==> src/rtl/controle_multiciclo.sv <==
// Multi-cycle MIPS32 control FSM: sequences fetch/decode/execute/memory/write-back
// and drives the ULA operation code plus every datapath strobe and mux select.
module controle_multiciclo (
    input  logic       clock,
    input  logic       reset,
    input  logic [5:0] opcode,
    input  logic [5:0] funct,
    input  logic       zero_flag,
    input  logic       mem_pronto,
    output logic [3:0] codigo_controle,
    output logic       pc_escreve,
    output logic       ir_escreve,
    output logic       mem_le,
    output logic       mem_escreve,
    output logic       reg_escreve,
    output logic       iord,
    output logic [1:0] sel_ula_a,
    output logic [2:0] sel_ula_b,
    output logic [1:0] sel_reg_dst,
    output logic [1:0] sel_mem_reg,
    output logic [1:0] sel_pc,
    output logic [3:0] estado,
    output logic       instr_invalida
);

    typedef enum logic [3:0] {
        BUSCA    = 4'd0,
        DECOD    = 4'd1,
        EXEC_R   = 4'd2,
        EXEC_I   = 4'd3,
        END_MEM  = 4'd4,
        LE_MEM   = 4'd5,
        ESCR_MEM = 4'd6,
        WB_MEM   = 4'd7,
        WB_ALU   = 4'd8,
        DESVIO   = 4'd9,
        SALTO    = 4'd10,
        ERRO     = 4'd11
    } estado_t;

    estado_t estado_atual;
    logic    invalida_q;
    logic    funct_valido;

    // R-type functs the ULA can execute (jr is routed to SALTO in DECOD)
    always_comb begin
        case (funct)
            6'h00, 6'h02, 6'h03, 6'h20, 6'h22, 6'h24,
            6'h25, 6'h26, 6'h27, 6'h2A, 6'h2B: funct_valido = 1'b1;
            default:                            funct_valido = 1'b0;
        endcase
    end

    always_ff @(posedge clock) begin
        if (reset) begin
            estado_atual <= BUSCA;
            invalida_q   <= 1'b0;
        end else begin
            case (estado_atual)
                BUSCA:    if (mem_pronto) estado_atual <= DECOD;
                DECOD: begin
                    case (opcode)
                        6'h00:                     estado_atual <= (funct == 6'h08) ? SALTO : EXEC_R;
                        6'h23, 6'h2B:              estado_atual <= END_MEM;
                        6'h04, 6'h05:              estado_atual <= DESVIO;
                        6'h02, 6'h03:              estado_atual <= SALTO;
                        6'h08, 6'h0A, 6'h0B, 6'h0C,
                        6'h0D, 6'h0E, 6'h0F:       estado_atual <= EXEC_I;
                        default: begin
                            estado_atual <= ERRO;
                            invalida_q   <= 1'b1;
                        end
                    endcase
                end
                EXEC_R: begin
                    if (funct_valido) begin
                        estado_atual <= WB_ALU;
                    end else begin
                        estado_atual <= ERRO;
                        invalida_q   <= 1'b1;
                    end
                end
                EXEC_I:   estado_atual <= WB_ALU;
                END_MEM:  estado_atual <= (opcode == 6'h23) ? LE_MEM : ESCR_MEM;
                LE_MEM:   if (mem_pronto) estado_atual <= WB_MEM;
                ESCR_MEM: if (mem_pronto) estado_atual <= BUSCA;
                WB_MEM, WB_ALU, DESVIO, SALTO: estado_atual <= BUSCA;
                ERRO:     estado_atual <= ERRO;
                default:  estado_atual <= ERRO;
            endcase
        end
    end

    // Moore-style decode from the state register; only pc_escreve/ir_escreve
    // look at same-cycle mem_pronto/zero_flag. Everything is forced low in reset.
    always_comb begin
        codigo_controle = 4'b0000;
        pc_escreve      = 1'b0;
        ir_escreve      = 1'b0;
        mem_le          = 1'b0;
        mem_escreve     = 1'b0;
        reg_escreve     = 1'b0;
        iord            = 1'b0;
        sel_ula_a       = 2'b00;
        sel_ula_b       = 3'b000;
        sel_reg_dst     = 2'b00;
        sel_mem_reg     = 2'b00;
        sel_pc          = 2'b00;
        estado          = 4'd0;
        instr_invalida  = 1'b0;
        if (!reset) begin
            estado         = estado_atual;
            instr_invalida = invalida_q;
            case (estado_atual)
                BUSCA: begin
                    mem_le     = 1'b1;
                    sel_ula_b  = 3'b001;
                    ir_escreve = mem_pronto;
                    pc_escreve = mem_pronto;
                end
                DECOD: sel_ula_b = 3'b011;
                EXEC_R: begin
                    sel_ula_a = 2'b01;
                    case (funct)
                        6'h20: codigo_controle = 4'b0000;
                        6'h22: codigo_controle = 4'b0001;
                        6'h24: codigo_controle = 4'b0010;
                        6'h25: codigo_controle = 4'b0011;
                        6'h26: codigo_controle = 4'b0101;
                        6'h27: codigo_controle = 4'b0110;
                        6'h2A: codigo_controle = 4'b0100;
                        6'h2B: codigo_controle = 4'b1010;
                        6'h00: begin codigo_controle = 4'b0111; sel_ula_a = 2'b10; sel_ula_b = 3'b100; end
                        6'h02: begin codigo_controle = 4'b1000; sel_ula_a = 2'b10; sel_ula_b = 3'b100; end
                        6'h03: begin codigo_controle = 4'b1001; sel_ula_a = 2'b10; sel_ula_b = 3'b100; end
                        default: codigo_controle = 4'b0000;
                    endcase
                end
                EXEC_I: begin
                    sel_ula_a = 2'b01;
                    case (opcode)
                        6'h08: begin codigo_controle = 4'b0000; sel_ula_b = 3'b010; end
                        6'h0A: begin codigo_controle = 4'b0100; sel_ula_b = 3'b010; end
                        6'h0B: begin codigo_controle = 4'b1010; sel_ula_b = 3'b010; end
                        6'h0C: begin codigo_controle = 4'b0010; sel_ula_b = 3'b101; end
                        6'h0D: begin codigo_controle = 4'b0011; sel_ula_b = 3'b101; end
                        6'h0E: begin codigo_controle = 4'b0101; sel_ula_b = 3'b101; end
                        6'h0F: begin codigo_controle = 4'b1111; sel_ula_b = 3'b101; end
                        default: codigo_controle = 4'b0000;
                    endcase
                end
                WB_ALU: begin
                    reg_escreve = 1'b1;
                    sel_reg_dst = (opcode == 6'h00) ? 2'b01 : 2'b00;
                end
                END_MEM: begin
                    sel_ula_a = 2'b01;
                    sel_ula_b = 3'b010;
                end
                LE_MEM: begin
                    mem_le = 1'b1;
                    iord   = 1'b1;
                end
                ESCR_MEM: begin
                    mem_escreve = 1'b1;
                    iord        = 1'b1;
                end
                WB_MEM: begin
                    reg_escreve = 1'b1;
                    sel_mem_reg = 2'b01;
                end
                DESVIO: begin
                    sel_ula_a       = 2'b01;
                    codigo_controle = (opcode == 6'h05) ? 4'b1110 : 4'b1100;
                    sel_pc          = 2'b01;
                    pc_escreve      = zero_flag;
                end
                SALTO: begin
                    pc_escreve = zero_flag;
                    if (opcode == 6'h00) begin
                        codigo_controle = 4'b1011;
                        sel_pc          = 2'b11;
                    end else begin
                        codigo_controle = 4'b1101;
                        sel_pc          = 2'b10;
                        if (opcode == 6'h03) begin
                            reg_escreve = 1'b1;
                            sel_reg_dst = 2'b10;
                            sel_mem_reg = 2'b10;
                        end
                    end
                end
                default: ;
            endcase
        end
    end

endmodule
==> config.mk <==
export PLATFORM = sky130hd
export DESIGN_NAME = controle_multiciclo
export DESIGN_NICKNAME = d
export VERILOG_FILES = /design/src/rtl/controle_multiciclo.sv
export SDC_FILE = /design/constraint.sdc
export NUM_CORES = 1
export LEC_CHECK = 0
export BUFFER_PORTS_ARGS = -buffer_cell sky130_fd_sc_hd__buf_2
export CAP_MARGIN = 25
export CORE_UTILIZATION = 30
export CTS_CLUSTER_SIZE = 30
export DETAILED_ROUTE_END_ITERATION = 6
export PLACE_DENSITY_LB_ADDON = 0.1
export SKIP_CTS_REPAIR_TIMING = 1
export SYNTH_ARGS = -nofsm -noshare
export SYNTH_HDL_FRONTEND = slang
export SYNTH_SLANG_ARGS = --single-unit
==> constraint.sdc <==
create_clock -name clock -period 3.25 [get_ports clock]
set_input_delay 0 -clock clock [delete_from_list [all_inputs] [get_ports clock]]
set_output_delay 0 -clock clock [all_outputs]
set_load 0.02 [all_outputs]
==> results of run 1 <==
power breakdown:
group	total (mW)	internal [mW]	switching, mW	leakage [nW]
logic	0.502	0.208	0.294	0.520
registers	0.195	0.0874	0.108	0.0413
clock network	0.115	0.0843	0.0309	0.0228
final timing paths:
kind                   endpoint  slack (ns)
min             estado_atual[2]        0.13
max reg2reg     estado_atual[1]        1.35
min reg2reg          invalida_q        0.51
max          codigo_controle[1]        1.01
worst register-to-register path, stage by stage (launching register included):
cell and delay [ns]:
dfxtp_1 0.72, nand2b_1 0.24, nor3_1 0.23, and3_1 0.25
a21boi_1 0.10, a311oi_1 0.27
stage by stage:
stage	setup slack [ns]	cells	hold slack, ns
2_1_floorplan	1.33	188	0.0942
3_3_place_gp	1.29	260	0.355
3_5_place_dp	1.25	260	0.354
4_1_cts	1.01	264	0.123
5_1_grt	0.766	264	0.135
6_report	1.01	264	0.125
flip-flops by register name (all words and copies together), names as in the netlist:
signal / cells
estado_atual: 4
invalida_q: 1
final cells by class:
| type | instances | area share (%) |
|---|---|---|
| inverter | 6 | 1.64 |
| clock buffer | 4 | 3.28 |
| tap | 48 | 4.37 |
| timing repair buffer | 41 | 14.9 |
| multi-input combinational | 160 | 68.5 |
| sequential | 5 | 7.29 |
metal layers:
layer | global-route usage, % | vias up | routed length [um] | share of wire, %
li1 | - | 747 | - | -
met1 | 25.6 | 692 | 1800 | 49
met2 | 29.0 | 27 | 1780 | 49
met3 | 1.63 | 0 | 70 | 1.9
met4 | 4.26 | 0 | 0 | 0
met5 | 0 | - | 0 | 0
cells by family (layout without fill, tap and decap cells):
logic type / count (synthesis) / count (layout) / share of synthesized area, %
buffers and inverters: 23 / 51 / 8.57
xor gates and xnor gates: 3 / 3 / 2.31
AOI/OAI and AO/OA: 53 / 53 / 31.2
and+or+nand+nor: 104 / 104 / 49.1
DFF: 5 / 5 / 8.79
synthesized netlist by cell type (4+ instances only):
master / number / area (um2)
nor2_1: 27 / 101
dfxtp_1: 5 / 100
nor2b_1: 10 / 62.6
o21ai_0: 8 / 40.0
clkbuf_1: 11 / 41.3
a31oi_1: 4 / 25.0
nor3_1: 9 / 45.0
and3_1: 4 / 25.0
inv_1: 6 / 22.5
nand3_1: 6 / 30.0
o211ai_1: 4 / 30.0
nor4_1: 5 / 31.3
nand2b_1: 9 / 56.3
nand2_1: 15 / 56.3
a21oi_1: 15 / 75.1
==> results by group, run 1 <==
STA
  – Unrepaired setup endpoints after global routing: false
  – Fin crit period: 2.24 ns
  – Final setup fails: 0
  – Setup Skew: 0.00273 ns
  – Slew Limit Headroom: 49.5%
  – Final hold violation count: 0
  – Final period utilization: 68.8%
  – Max Fclk: 447 MHz
  – Max-slew violations: 0
  – Total negative slack: 0 ns
  – Worst Tran Pin Value: 0.757 ns

Pwr
  – PD cells: 591 nW/um2
  – Total power: 0.812 mW
  – Lkg Pwr: 0.584 nW
  – Worst vdd rail ir drop: 0.165 mV

Synth
  – Ys flop type: dfxtp_1
  – Syn Area/Cell: 6.06 um2
  – Distinct cells, synth: 49
  – EDFF count, synth: 0
  – Net Count, Synth: 204
  – Yosys reg bits: 5
  – Synth Warn #: 0
  – Mapped Area: 1140 um2
  – Gate Count Post-Synth: 188
  – Post-synth ARST share: 0%
  – Post-synthesis sequential area ratio: 8.79%

Floorplan
  – Die X: 63.6 um
  – Die area: 4050 um2
  – Row count: 22
  – Initial Util: 31.1%
  – Core Box Area: 3660 um2
  – Die Ht: 63.6 um
  – Top Ports: 42

Drt
  – Router iterations before antenna repair: 4
  – WL final: 3650 um
  – Routed via count: 1466
  – Final ANT Viol Nets: 0
  – Drt wl/cell: 13.8 um
  – Residual DRC: 0
  – Detailed router's first-iteration violation count: 160
  – Vias/cell: 5.55

Setup path
  – Crit Path Class: reg2out
  – Crit path from: estado_atual[1]
  – Largest stage delay on the critical path: 0.72 ns
  – Reg2Reg Depth: 5
  – Worst path bufs/invs: 1
  – WP data arrival: 2.24 ns
  – Startpoint Class: flop
  – CP delay by family, top: flip-flops
  – Max stage delay cell, worst path: dfxtp_1
  – Worst Path Max Fanout: 21
  – Crit path depth: 6
  – Reg2reg start: estado_atual[1]
  – Worst path cell trace: nor2b_1 > nand3b_1 > a21oi_1 > nand2_1 > a41oi_1 > buf_2
  – WP data required: 3.25 ns
  – Worst setup EP type: output port

Clock tree
  – Clock slew at reported path FFs: 0.04 ns
  – TritonCTS clock tree: built
  – Cts bufs inserted: 3
  – H-Tree Level Count: 1
  – Clock Latency Late Sink: 0.22 ns
  – CTS Buffer Depth: 2
  – CTS sink count: 5
  – Clk root buf: clkbuf_8

Finish
  – ANT cells: 0
  – Fillers: 436
  – Layout area overhead: 20.7%
  – Post-route cell area: 1370 um2
  – Final net count: 233
  – FF/Latch Area: 100 um2
  – Commonest cells after routing, fill and taps aside: 41 x buf_2, 27 x nor2_1, 15 x nand2_1, 15 x a21oi_1, 10 x nor2b_1
  – Final core utilization: 37.5%
  – Share of cells above drive strength 1: 21.8%
  – Footprint of the multi-input gates: 941 um2
  – Commonest non-fill, non-tap cell in the layout: buf_2

GRT
  – Initial antenna violation count: 0
  – First-pass GRT wire length: 5890 um
  – Vias in the first global route: 1230
  – GR Overflow Total: 0
  – GR Util All Layers: 18.1%
  – Largest net degree at the start of global routing: 24

Min path
  – Hold depth: 3
  – Worst Hold Class: in2reg
  – Hold path start: mem_pronto

Placement
  – Area after DPL: 1330 um2
  – HPWL after DPL: 2760 um
  – Gpl congestion: 0.807
  – Count of port buffers added during placement: 41

Run
  – MaxCap Viol Count: 0

Run status
  – Status: completed
Note: power is estimated with default switching activity, not from simulation.
==> inputs of run 2 (changes only) <==
--- a/config.mk
+++ b/config.mk
@@ -5,6 +5,7 @@
 export SDC_FILE = /design/constraint.sdc
 export NUM_CORES = 1
 export LEC_CHECK = 0
+export ABC_AREA = 1
 export BUFFER_PORTS_ARGS = -buffer_cell sky130_fd_sc_hd__buf_2
 export CAP_MARGIN = 25
 export CORE_UTILIZATION = 30
==> constraint.sdc (replaced) <==
create_clock -name clock -period 2.2 [get_ports clock]
set_input_delay 0 -clock clock [delete_from_list [all_inputs] [get_ports clock]]
set_output_delay 0 -clock clock [all_outputs]
set_load 0.02 [all_outputs]
==> run 2 against run 1 <==
Register-to-register slack worse by 0.57 ns. Non-clock buffer count is the same. Sequential power is 11% lower. Clock power fell by 5%. Critical path depth increased by 1. Largest power group unchanged. Combinational power rose by 54%.
==> results by group, run 2 <==
Synth
  – Mapped Area: 1070 um2
  – Cell taking the most area after synthesis: nand2_1
  – Post-synthesis sequential area ratio: 9.31%
  – Synth cell count leaders: 50 x nand2_1, 44 x nor2_1, 30 x nand3_1
  – Yosys reg bits: 5
  – Synth Warn #: 0
  – Net Count, Synth: 234
  – Ys flop type: dfxtp_1
  – Distinct cells, synth: 29
  – Gate Count Post-Synth: 218
  – Top cells by area, synth: nand2_1 17%, nor2_1 15%, nand3_1 14%
  – Most common cell in the netlist: nand2_1
  – Synth top area share: 17.5%
  – EDFF count, synth: 0
  – Syn Area/Cell: 4.93 um2
  – Post-synth ARST share: 0%

GRT
  – GR Util All Layers: 19.0%
  – GR Overflow Total: 0
  – Initial antenna violation count: 0
  – Largest net degree at the start of global routing: 28
  – First-pass GRT wire length: 5490 um
  – Vias in the first global route: 1270

Floorplan
  – Die X: 61.9 um
  – Initial Util: 31.7%
  – Die Ht: 61.9 um
  – Row count: 21
  – Die area: 3830 um2
  – Top Ports: 42
  – Core Box Area: 3390 um2

Drt
  – Routed via count: 1436
  – Vias/cell: 4.69
  – Router iterations before antenna repair: 4
  – WL final: 3300 um
  – Drt wl/cell: 10.8 um
  – Detailed router's first-iteration violation count: 50
  – Residual DRC: 0
  – Final ANT Viol Nets: 0

Finish
  – Commonest cells after routing, fill and taps aside: 50 x nand2_1, 44 x nor2_1, 41 x buf_2
  – Finished Layout Cells: 306
  – FF/Latch Area: 100 um2
  – Fillers: 388
  – Top reg by flops: estado_atual
  – ANT cells: 0
  – Biggest regs: estado_atual x4, invalida_q x1
  – Layout area overhead: 25.8%
  – Commonest non-fill, non-tap cell in the layout: nand2_1
  – Final net count: 277
  – Share of cells above drive strength 1: 26.5%
  – Number of flip-flops in the largest register: 4
  – Post-route cell area: 1350 um2
  – Footprint of the multi-input gates: 836 um2

Setup path
  – Worst Path Max Fanout: 7
  – WP data required: 2.20 ns
  – WP data arrival: 1.72 ns
  – Startpoint Class: flop
  – Worst setup EP type: output port
  – Crit Path Class: reg2out

Clock tree
  – TritonCTS clock tree: built
  – CTS Buffer Depth: 2
  – Clock Latency Late Sink: 0.25 ns
  – Cts bufs inserted: 3
  – Clk root buf: clkbuf_4
  – Clock slew at reported path FFs: 0.04 ns
  – CTS sink count: 5
  – H-Tree Level Count: 1

STA
  – Final period utilization: 78.1%
  – Max Fclk: 582 MHz
  – Fin crit period: 1.72 ns
  – Final setup fails: 0
  – Final hold violation count: 0
  – Unrepaired setup endpoints after global routing: false
  – Worst Tran Pin Value: 0.479 ns
  – Total negative slack: 0 ns
  – Slew Limit Headroom: 68.0%
  – Max-slew violations: 0
  – Setup Skew: 0.00253 ns

Placement
  – Cell count after placement: 302
  – HPWL after DPL: 2830 um
  – Area after DPL: 1330 um2
  – Gpl congestion: 0.858
  – Count of port buffers added during placement: 41

Pwr
  – Clock group share of total power: 10.3%
  – Sw Ratio: 57.4%
  – Proportion of power drawn by flip-flops and latches: 16.5%
  – Combinational share of power: 73.2%
  – Lkg Pwr: 0.773 nW
  – Worst vdd rail ir drop: 0.240 mV
  – Switch Pwr: 0.605 mW
  – PD cells: 779 nW/um2
  – Int Pwr: 0.449 mW

Run
  – MaxCap Viol Count: 0

Min path
  – Worst Hold Class: in2reg

Run status
  – Status: completed
==> run 2: changes by cell type in the layout (fill, tap and decap cells not counted), sizes merged, moves of 4 or more <==
cell    before  now
nand2       15   54
inv          6   34
nor2        27   54
nand3        6   30
nor2b       10    0
nand2b       9    0
nor3         9    4
nor4         5    0
o211ai       4    0
or3          4    0
==> run 2: kinds of logic (layout without fill, tap and decap cells) <==
logic type / count (synthesis) / after routing / synth area share [%]
AO/OA/AOI/OAI: 29 / 29 / 15.4
buffers and inverters: 37 / 79 / 12.9
flip-flops: 5 / 5 / 9.31
AND/OR/NAND/NOR: 147 / 147 / 62.4
==> run 2: cell type report <==
type | instances | area share [%]
sequential | 5 | 7.40
multi-input combinational | 176 | 61.8
tap | 46 | 4.26
inverter | 34 | 9.44
clock buffer | 4 | 1.94
timing repair buffer | 41 | 15.2
==> run 2: metal layers <==
metal | track usage (%) | wire length (um)
met1 | 24.9 | 1580
met2 | 34.6 | 1600
met3 | 2.48 | 128
met4 | 0.952 | 0
met5 | 0 | 0
==> run 2: power groups by stage <==
| stage | Clock, mW | Combinational [mW] | Sequential [mW] |
|---|---|---|---|
| after detailed placement | 0 | 0.775 | 0.173 |
| after floorplan | 0 | 0.584 | 0.164 |
| after global routing | 0.119 | 0.874 | 0.181 |
| after global placement | 0 | 0.786 | 0.174 |
| after CTS | 0.112 | 0.777 | 0.172 |
| final | 0.109 | 0.772 | 0.173 |
==> run 2: worst paths after layout <==
kind              depth (start not counted)                  to  slack, ns            start
hold / removal                            5     estado_atual[3]       0.15       mem_pronto
hold reg to reg                           4          invalida_q       0.53       invalida_q
setup / recovery                          7  codigo_controle[1]       0.48  estado_atual[1]
setup reg to reg                          8     estado_atual[1]       0.78  estado_atual[1]
==> run 2: stage by stage <==
step | hold WS (ns) | power (mW) | util (%) | setup WS (ns)
finish | 0.145 | 1.05 | 39.9 | 0.482
global route | 0.178 | 1.17 | 39.9 | 0.344
detailed placement | 0.375 | 0.948 | 39.1 | 0.769
CTS | 0.141 | 1.06 | 39.9 | 0.489
floorplan | 0.171 | 0.749 | - | 0.770
global placement | 0.372 | 0.960 | 39.1 | 0.772
==> run 2: worst max-delay path, stage by stage, from the launching register on <==
cell	delay (ns)
dfxtp_1	0.46
nand2_1	0.15
nor2_2	0.19
nand2_1	0.13
o22ai_1	0.18
nor2_1	0.06
a21oi_1	0.12
buf_2	0.18
